===== src/rtl/rcp_sysad_slave_if.sv =====
// SysAD pin group plus the internal request/response port of the RCP-side SysAD slave.
// The slave modport faces the design; the master modport faces the CPU and the target.
interface rcp_sysad_slave_if;
  logic [31:0] sysad_in;
  logic [4:0]  syscmd_in;
  logic        pvalid_l;
  logic [31:0] sysad_out;
  logic [4:0]  syscmd_out;
  logic        sysad_oe;
  logic        evalid_l;
  logic        eok_l;
  logic        req_valid;
  logic        req_ready;
  logic        req_write;
  logic        req_block;
  logic [1:0]  req_size;
  logic [31:0] req_addr;
  logic [3:0]  req_nwords;
  logic [2:0]  wbuf_idx;
  logic [31:0] wbuf_data;
  logic        rsp_valid;
  logic [31:0] rsp_data;
  logic        rsp_err;
  logic        rsp_ready;
  logic        proto_err;

  modport slave (
    input  sysad_in, syscmd_in, pvalid_l, req_ready, wbuf_idx, rsp_valid, rsp_data, rsp_err,
    output sysad_out, syscmd_out, sysad_oe, evalid_l, eok_l, req_valid, req_write, req_block,
           req_size, req_addr, req_nwords, wbuf_data, rsp_ready, proto_err
  );

  modport master (
    output sysad_in, syscmd_in, pvalid_l, req_ready, wbuf_idx, rsp_valid, rsp_data, rsp_err,
    input  sysad_out, syscmd_out, sysad_oe, evalid_l, eok_l, req_valid, req_write, req_block,
           req_size, req_addr, req_nwords, wbuf_data, rsp_ready, proto_err
  );
endinterface


===== src/rtl/rcp_sysad_slave.sv =====
// RCP-side SysAD slave: decodes CPU address phases, buffers write bursts, issues one internal
// request per transaction and streams read responses back to the CPU with evalid_l.
module rcp_sysad_slave #(
  parameter bit RSP_ERR_ON_RSVD = 1'b1
) (
  input logic              sysclk,
  input logic              reset_l,
  rcp_sysad_slave_if.slave bus
);
  localparam logic [4:0] CmdMore = 5'b11000;
  localparam logic [4:0] CmdLast = 5'b10000;

  typedef enum logic [2:0] {StIdle, StWdata, StWreq, StRreq, StRsp} state_e;

  state_e      st_q, st_d;
  logic [31:0] addr_q, addr_d;
  logic        write_q, write_d, block_q, block_d, rsvd_q, rsvd_d;
  logic [1:0]  size_q, size_d;
  logic [3:0]  nwords_q, nwords_d, cnt_q, cnt_d;
  logic [31:0] wbuf_q [8];
  logic [31:0] wbuf_d [8];
  logic [31:0] sysad_out_q, sysad_out_d;
  logic [4:0]  syscmd_out_q, syscmd_out_d;
  logic        sysad_oe_q, sysad_oe_d, evalid_l_q, evalid_l_d;
  logic        eok_l_q, eok_l_d, proto_err_q, proto_err_d;
  logic        cnt_last, rsp_pend, rsp_take;

  assign cnt_last = (cnt_q + 4'd1) == nwords_q;
  assign rsp_pend = (st_q == StRsp) && (cnt_q != nwords_q);
  // Reserved-size reads synthesize their own error words instead of waiting on the target.
  assign rsp_take = rsp_pend && (rsvd_q || bus.rsp_valid);

  always_comb begin
    st_d         = st_q;
    addr_d       = addr_q;
    write_d      = write_q;
    block_d      = block_q;
    rsvd_d       = rsvd_q;
    size_d       = size_q;
    nwords_d     = nwords_q;
    cnt_d        = cnt_q;
    wbuf_d       = wbuf_q;
    sysad_out_d  = sysad_out_q;
    syscmd_out_d = syscmd_out_q;
    sysad_oe_d   = sysad_oe_q;
    evalid_l_d   = 1'b1;
    proto_err_d  = 1'b0;

    unique case (st_q)
      StIdle: begin
        if (!bus.pvalid_l) begin
          if (bus.syscmd_in[4]) begin
            proto_err_d = 1'b1;
          end else begin
            addr_d  = bus.sysad_in;
            write_d = bus.syscmd_in[3];
            block_d = bus.syscmd_in[2];
            size_d  = bus.syscmd_in[1:0];
            cnt_d   = 4'd0;
            rsvd_d  = 1'b0;
            if (!bus.syscmd_in[2]) nwords_d = 4'd1;
            else if (bus.syscmd_in[1:0] == 2'b00) nwords_d = 4'd2;
            else if (bus.syscmd_in[1:0] == 2'b01) nwords_d = 4'd4;
            else if (bus.syscmd_in[1:0] == 2'b10) nwords_d = 4'd8;
            else nwords_d = 4'd2;
            if (bus.syscmd_in[2] && (bus.syscmd_in[1:0] == 2'b11)) begin
              proto_err_d = 1'b1;
              if (!bus.syscmd_in[3] && RSP_ERR_ON_RSVD) begin
                rsvd_d = 1'b1;
                st_d   = StRsp;
              end
            end else begin
              st_d = bus.syscmd_in[3] ? StWdata : StRreq;
            end
          end
        end
      end
      StWdata: begin
        if (!bus.pvalid_l) begin
          wbuf_d[cnt_q[2:0]] = bus.sysad_in;
          cnt_d = cnt_q + 4'd1;
          if ((bus.syscmd_in == CmdLast) && cnt_last) begin
            st_d = StWreq;
          end else if (!((bus.syscmd_in == CmdMore) && !cnt_last)) begin
            proto_err_d = 1'b1;
            st_d        = StIdle;
          end
        end
      end
      StWreq: if (bus.req_ready) st_d = StIdle;
      StRreq: if (bus.req_ready) st_d = StRsp;
      StRsp: begin
        // Leave once the word flagged last has been on the bus for its cycle.
        if (!evalid_l_q && !syscmd_out_q[3]) begin
          st_d       = StIdle;
          sysad_oe_d = 1'b0;
        end
      end
      default: st_d = StIdle;
    endcase

    if (rsp_take) begin
      cnt_d        = cnt_q + 4'd1;
      evalid_l_d   = 1'b0;
      sysad_oe_d   = 1'b1;
      sysad_out_d  = rsvd_q ? 32'd0 : bus.rsp_data;
      syscmd_out_d = {1'b1, ~cnt_last, 1'b0, rsvd_q | bus.rsp_err, 1'b0};
    end

    // Registered so eok_l stays deasserted while reset is held.
    eok_l_d = !((st_d == StIdle) || (st_d == StWdata) || ((st_d == StRreq) && (st_q != StRreq)));
  end

  always_ff @(posedge sysclk or negedge reset_l) begin
    if (!reset_l) begin
      st_q         <= StIdle;
      addr_q       <= '0;
      write_q      <= 1'b0;
      block_q      <= 1'b0;
      rsvd_q       <= 1'b0;
      size_q       <= '0;
      nwords_q     <= 4'd1;
      cnt_q        <= '0;
      wbuf_q       <= '{default: '0};
      sysad_out_q  <= '0;
      syscmd_out_q <= '0;
      sysad_oe_q   <= 1'b0;
      evalid_l_q   <= 1'b1;
      eok_l_q      <= 1'b1;
      proto_err_q  <= 1'b0;
    end else begin
      st_q         <= st_d;
      addr_q       <= addr_d;
      write_q      <= write_d;
      block_q      <= block_d;
      rsvd_q       <= rsvd_d;
      size_q       <= size_d;
      nwords_q     <= nwords_d;
      cnt_q        <= cnt_d;
      wbuf_q       <= wbuf_d;
      sysad_out_q  <= sysad_out_d;
      syscmd_out_q <= syscmd_out_d;
      sysad_oe_q   <= sysad_oe_d;
      evalid_l_q   <= evalid_l_d;
      eok_l_q      <= eok_l_d;
      proto_err_q  <= proto_err_d;
    end
  end

  assign bus.sysad_out  = sysad_out_q;
  assign bus.syscmd_out = syscmd_out_q;
  assign bus.sysad_oe   = sysad_oe_q;
  assign bus.evalid_l   = evalid_l_q;
  assign bus.eok_l      = eok_l_q;
  assign bus.proto_err  = proto_err_q;
  assign bus.req_valid  = (st_q == StWreq) || (st_q == StRreq);
  assign bus.req_write  = write_q;
  assign bus.req_block  = block_q;
  assign bus.req_size   = size_q;
  assign bus.req_addr   = addr_q;
  assign bus.req_nwords = nwords_q;
  assign bus.rsp_ready  = rsp_pend && !rsvd_q;
  assign bus.wbuf_data  = wbuf_q[bus.wbuf_idx];
endmodule


===== src/flat_wrapper.sv =====
// flat-port wrapper written by rule: the top's interface ports become plain ports
module rcp_sysad_slave_flat 
#(
  parameter bit RSP_ERR_ON_RSVD = 1'b1
)
  (sysclk, reset_l, bus_sysad_in, bus_syscmd_in, bus_pvalid_l, bus_req_ready, bus_wbuf_idx, bus_rsp_valid, bus_rsp_data, bus_rsp_err, bus_sysad_out, bus_syscmd_out, bus_sysad_oe, bus_evalid_l, bus_eok_l, bus_req_valid, bus_req_write, bus_req_block, bus_req_size, bus_req_addr, bus_req_nwords, bus_wbuf_data, bus_rsp_ready, bus_proto_err);
  rcp_sysad_slave_if bus_i ();
  input logic sysclk;
  input logic reset_l;
  input wire logic [$bits(bus_i.sysad_in)-1:0] bus_sysad_in;
  input wire logic [$bits(bus_i.syscmd_in)-1:0] bus_syscmd_in;
  input wire logic [$bits(bus_i.pvalid_l)-1:0] bus_pvalid_l;
  input wire logic [$bits(bus_i.req_ready)-1:0] bus_req_ready;
  input wire logic [$bits(bus_i.wbuf_idx)-1:0] bus_wbuf_idx;
  input wire logic [$bits(bus_i.rsp_valid)-1:0] bus_rsp_valid;
  input wire logic [$bits(bus_i.rsp_data)-1:0] bus_rsp_data;
  input wire logic [$bits(bus_i.rsp_err)-1:0] bus_rsp_err;
  output wire logic [$bits(bus_i.sysad_out)-1:0] bus_sysad_out;
  output wire logic [$bits(bus_i.syscmd_out)-1:0] bus_syscmd_out;
  output wire logic [$bits(bus_i.sysad_oe)-1:0] bus_sysad_oe;
  output wire logic [$bits(bus_i.evalid_l)-1:0] bus_evalid_l;
  output wire logic [$bits(bus_i.eok_l)-1:0] bus_eok_l;
  output wire logic [$bits(bus_i.req_valid)-1:0] bus_req_valid;
  output wire logic [$bits(bus_i.req_write)-1:0] bus_req_write;
  output wire logic [$bits(bus_i.req_block)-1:0] bus_req_block;
  output wire logic [$bits(bus_i.req_size)-1:0] bus_req_size;
  output wire logic [$bits(bus_i.req_addr)-1:0] bus_req_addr;
  output wire logic [$bits(bus_i.req_nwords)-1:0] bus_req_nwords;
  output wire logic [$bits(bus_i.wbuf_data)-1:0] bus_wbuf_data;
  output wire logic [$bits(bus_i.rsp_ready)-1:0] bus_rsp_ready;
  output wire logic [$bits(bus_i.proto_err)-1:0] bus_proto_err;
  assign bus_i.sysad_in = bus_sysad_in;
  assign bus_i.syscmd_in = bus_syscmd_in;
  assign bus_i.pvalid_l = bus_pvalid_l;
  assign bus_i.req_ready = bus_req_ready;
  assign bus_i.wbuf_idx = bus_wbuf_idx;
  assign bus_i.rsp_valid = bus_rsp_valid;
  assign bus_i.rsp_data = bus_rsp_data;
  assign bus_i.rsp_err = bus_rsp_err;
  assign bus_sysad_out = bus_i.sysad_out;
  assign bus_syscmd_out = bus_i.syscmd_out;
  assign bus_sysad_oe = bus_i.sysad_oe;
  assign bus_evalid_l = bus_i.evalid_l;
  assign bus_eok_l = bus_i.eok_l;
  assign bus_req_valid = bus_i.req_valid;
  assign bus_req_write = bus_i.req_write;
  assign bus_req_block = bus_i.req_block;
  assign bus_req_size = bus_i.req_size;
  assign bus_req_addr = bus_i.req_addr;
  assign bus_req_nwords = bus_i.req_nwords;
  assign bus_wbuf_data = bus_i.wbuf_data;
  assign bus_rsp_ready = bus_i.rsp_ready;
  assign bus_proto_err = bus_i.proto_err;
  rcp_sysad_slave #(.RSP_ERR_ON_RSVD(RSP_ERR_ON_RSVD)) u_core (.sysclk(sysclk), .reset_l(reset_l), .bus(bus_i));
endmodule

===== config.mk =====
export PLATFORM = sky130hd
export DESIGN_NAME = rcp_sysad_slave_flat
export DESIGN_NICKNAME = d
export VERILOG_FILES = /design/src/rtl/rcp_sysad_slave_if.sv /design/src/rtl/rcp_sysad_slave.sv /design/src/flat_wrapper.sv
export SDC_FILE = /design/constraint.sdc
export NUM_CORES = 1
export LEC_CHECK = 0
export ABC_CLOCK_PERIOD_IN_PS = 3560
export BUFFER_PORTS_ARGS = -buffer_cell sky130_fd_sc_hd__buf_2
export CAP_MARGIN = 20
export CORE_ASPECT_RATIO = 1.4
export CORE_MARGIN = 2
export CORE_UTILIZATION = 50
export DETAILED_ROUTE_END_ITERATION = 7
export GPL_ROUTABILITY_DRIVEN = 1
export PLACE_DENSITY = 0.7
export RECOVER_POWER = 50
export SLEW_MARGIN = 10
export SYNTH_ARGS = -nofsm -noshare
export SYNTH_HDL_FRONTEND = slang
export SYNTH_SLANG_ARGS = --single-unit

===== constraint.sdc =====
create_clock -name sysclk -period 3.56 [get_ports sysclk]
set_clock_uncertainty 0.1 [all_clocks]
set_input_delay 0.178 -clock sysclk [delete_from_list [all_inputs] [get_ports sysclk]]
set_output_delay 0.178 -clock sysclk [all_outputs]
set_load 0.01 [all_outputs]

==> impl_metrics.ini <==
[routing]
vias_per_cell = 5.516
firstDrtPassIters = 4
vias = 9548
remaining_drc_errors = 0
wl_mm = 34.49
wl_per_cell_um = 19.92
first_iter_violations = 491
antenna_left = 0

[setup_path]
path_class = reg -> reg
critPathLaunchType = flip-flop
cp.arrival_ns = 3.35
rr_worst_depth = 7
worstReg2RegStart = u_core.cnt_q[1]
endpoint_kind = flip-flop
reg2reg_to = u_core.bus.eok_l
crit_fanout = 11
cp.required_ns = 3.92
r2r_slack_ns = 0.57

[global_route]
track_usage_pct = 22.29
overflow = 0
grt_pass1_wl_mm = 54.92
grt_max_degree = 103
antenna_found_initial = 1
grt_pass1_vias = 10120

[clocking]
worstSkewPairLatency_ns = 0.51
numCtsBuffers = 34
hold_buffers = 73
cts.path.max_buffers = 3
cts.clk_slew.worst_paths_ns = 0.07
clockRootBuffer = clkbuf_16
postCtsSetupRepairBufs = 0
cts_tree = done
ctsHtreeMaxLevel = 2
cts_num_sinks = 343
cts_resized = 0

[power]
clkPwrFrac_pct = 29.6
internal-power_mw = 9.123
p_sw_mw = 3.745
leakagePower_nw = 8.949
p_per_area_nw_per_um2 = 699.9
comb_power_share_pct = 25.4
netSwitchingFraction_pct = 29.11
ir_drop_mv = 0.4412
power.share.sequential_pct = 45.0

[timing]
fin_crit_sh_pct = 83.98
tns_ns = 0
final-max-slew-violation-count = 100
timing.fmax_ghz = 0.3345
rsz0062_at_grt = false
setup_viol = 0
worstMarginPinSlew_ns = 2.656
layout_min_cycle_time_ns = 2.990
hold_viol = 0
slew-limit-headroom_pct = -77.07

[synthesis]
syn-instance-count = 1067
syn_area_um2 = 15160
synth.top_cell.area_share_pct = 56.11
synth_top_flop_cell = dfrtp_1
yosys-top-cells-area = dfrtp_1 (56%), mux2_2 (21%), mux4_2 (9.5%), nand2_1 (4.6%), nand3b_1 (1.8%)
ys_ff_latch = 343
synth-edff-count = 0
synth_cell_types = 43
synth_top_area_cell = dfrtp_1
synth_most_common_cell = dfrtp_1
ys_seq_area_share_pct = 56.63
synth.avg_cell_area_um2 = 14.21
synth_commonest_cells = dfrtp_1 (340), mux2_2 (288), nand2_1 (186)
async_reset_ff_share_pct = 100.0
yosysWarnings = 0

[finish]
fin_cells = 1731
nNetsFinal = 1405
drive_above_1_share_pct = 41.23
nFillCells = 2338
syn_to_final_growth_pct = 21.26
diodes = 0

[placed_design]
io_buffer_count = 190
place_hpwl_mm = 20.27
place_congestion = 0.7892
placedCellCount = 1598

[floorplanning]
die_area_um2 = 31750
io_pins = 193
core-area_um2 = 29940
die_y_um = 210.0
num_rows = 75
start_util_pct = 50.65
die_w_um = 151.2

[outcome]
violations = capacitance limit, slew limit
status = complete, but fails checks

[min_path]
hp-start = bus_syscmd_in[4]
holdPathStages = 4
hold_path.class = in -> reg
min_to = u_core.bus.proto_err

[job]
cap_viol_max_count = 1
placed cells by master (no fill, tap or decap), drive strengths merged:
master,count
ha,5
conb,2
nor2,9
mux4,64
nor4b,1
nor3,4
buf,135
xor2,4
o311ai,1
a21o,1
inv,6
and3,1
a221oi,1
nand2b,2
xnor2,2
dfstp,3
clkbuf,127
a21oi,4
nand2,186
nand4b,2
dlygate4sd3,73
nand3,8
nor3b,3
o21ai,15
xnor3,1
nand4,1
o31ai,1
nand3b,36
or4,1
a2bb2oi,1
mux2,288
clkinv,7
or3,1
nor4,2
dfrtp,340
mux2i,2
bufinv,4
or2,2
flip-flops by register name, indices dropped and copies added (netlist names), 2 cells and up:
register,flops
u_core.bus.req_addr,32
u_core.wbuf_q,256
u_core.bus.syscmd_out,3
u_core.st_q,3
u_core.cnt_q,4
u_core.bus.sysad_out,32
u_core.bus.req_nwords,4
u_core.bus.req_size,2
how the worst max path moves through the flow:
stage / end / slack, ns / startpoint
2_1_floorplan: u_core.wbuf_q[100] / 1.53 / u_core.st_q[2]
3_3_place_gp: u_core.wbuf_q[222] / 1.07 / u_core.st_q[2]
3_5_place_dp: u_core.wbuf_q[214] / 1.02 / u_core.st_q[2]
4_1_cts: u_core.bus.eok_l / 0.57 / u_core.cnt_q[1]
5_1_grt: u_core.wbuf_q[3] / 0.35 / reset_l
6_report: u_core.bus.eok_l / 0.57 / u_core.cnt_q[1]
stage by stage:
stage	instance area, µm²	power (mW)	worst slack, ns	utilization, %	hold WS (ns)
floorplan	15170	7.893	1.527	-	-0.2176
global placement	16560	9.027	1.074	55.34	0.1879
detailed placement	16560	9.169	1.020	55.34	0.1938
CTS	18490	13.10	0.5717	61.77	0.01319
global route	18390	13.60	0.3530	61.42	0.07696
finish	18390	12.87	0.5701	61.42	0.03613
metal layers:
layer | vias to the layer above | share of wire, % | GRT usage (%)
li1 | 4299 | - | -
met1 | 4998 | 42 | 28.57
met2 | 190 | 52 | 39.28
met3 | 59 | 3.4 | 3.074
met4 | 2 | 2.5 | 6.864
met5 | - | 0.032 | 0
cell type report:
| cell class | count | area, µm² | share of cell area (%) |
|---|---|---|---|
| timing repair buffer | 286 | 1848 | 10.05 |
| clock buffer | 49 | 1041 | 5.662 |
| sequential | 343 | 8587 | 46.71 |
| clock inverter | 11 | 155.1 | 0.8439 |
| inverter | 6 | 22.52 | 0.1225 |
| tap | 385 | 481.7 | 2.620 |
| multi-input combinational | 651 | 6250 | 33.99 |
kinds of logic after synthesis:
group / Yosys count / synth area share (%)
simple gates: 259 / 8.071
buf+inv: 74 / 2.434
flops: 343 / 56.63
xor+xnor: 7 / 0.4951
other cells: 1 / 0.02473
fa+ha+maj: 5 / 0.4126
compound gates: 24 / 0.8995
mux: 354 / 31.03
power by group through the flow:
stage	logic [mW]	clock network [mW]	registers (mW)
2_1_floorplan	2.05	0	5.84
3_3_place_gp	3.25	0	5.78
3_5_place_dp	3.33	0	5.83
4_1_cts	3.42	3.90	5.78
5_1_grt	3.60	4.05	5.95
6_report	3.27	3.80	5.80
worst max-delay path: stages (launching register included):
cell and delay, ns:
dfrtp_1 0.64, ha_1 0.35, xnor2_1 0.16, nand3_1 0.13, or2_1 0.27, or4_1 0.56, o311ai_0 0.11, dlygate4sd3_1 0.61
Note: power is estimated with default switching activity, not from simulation.
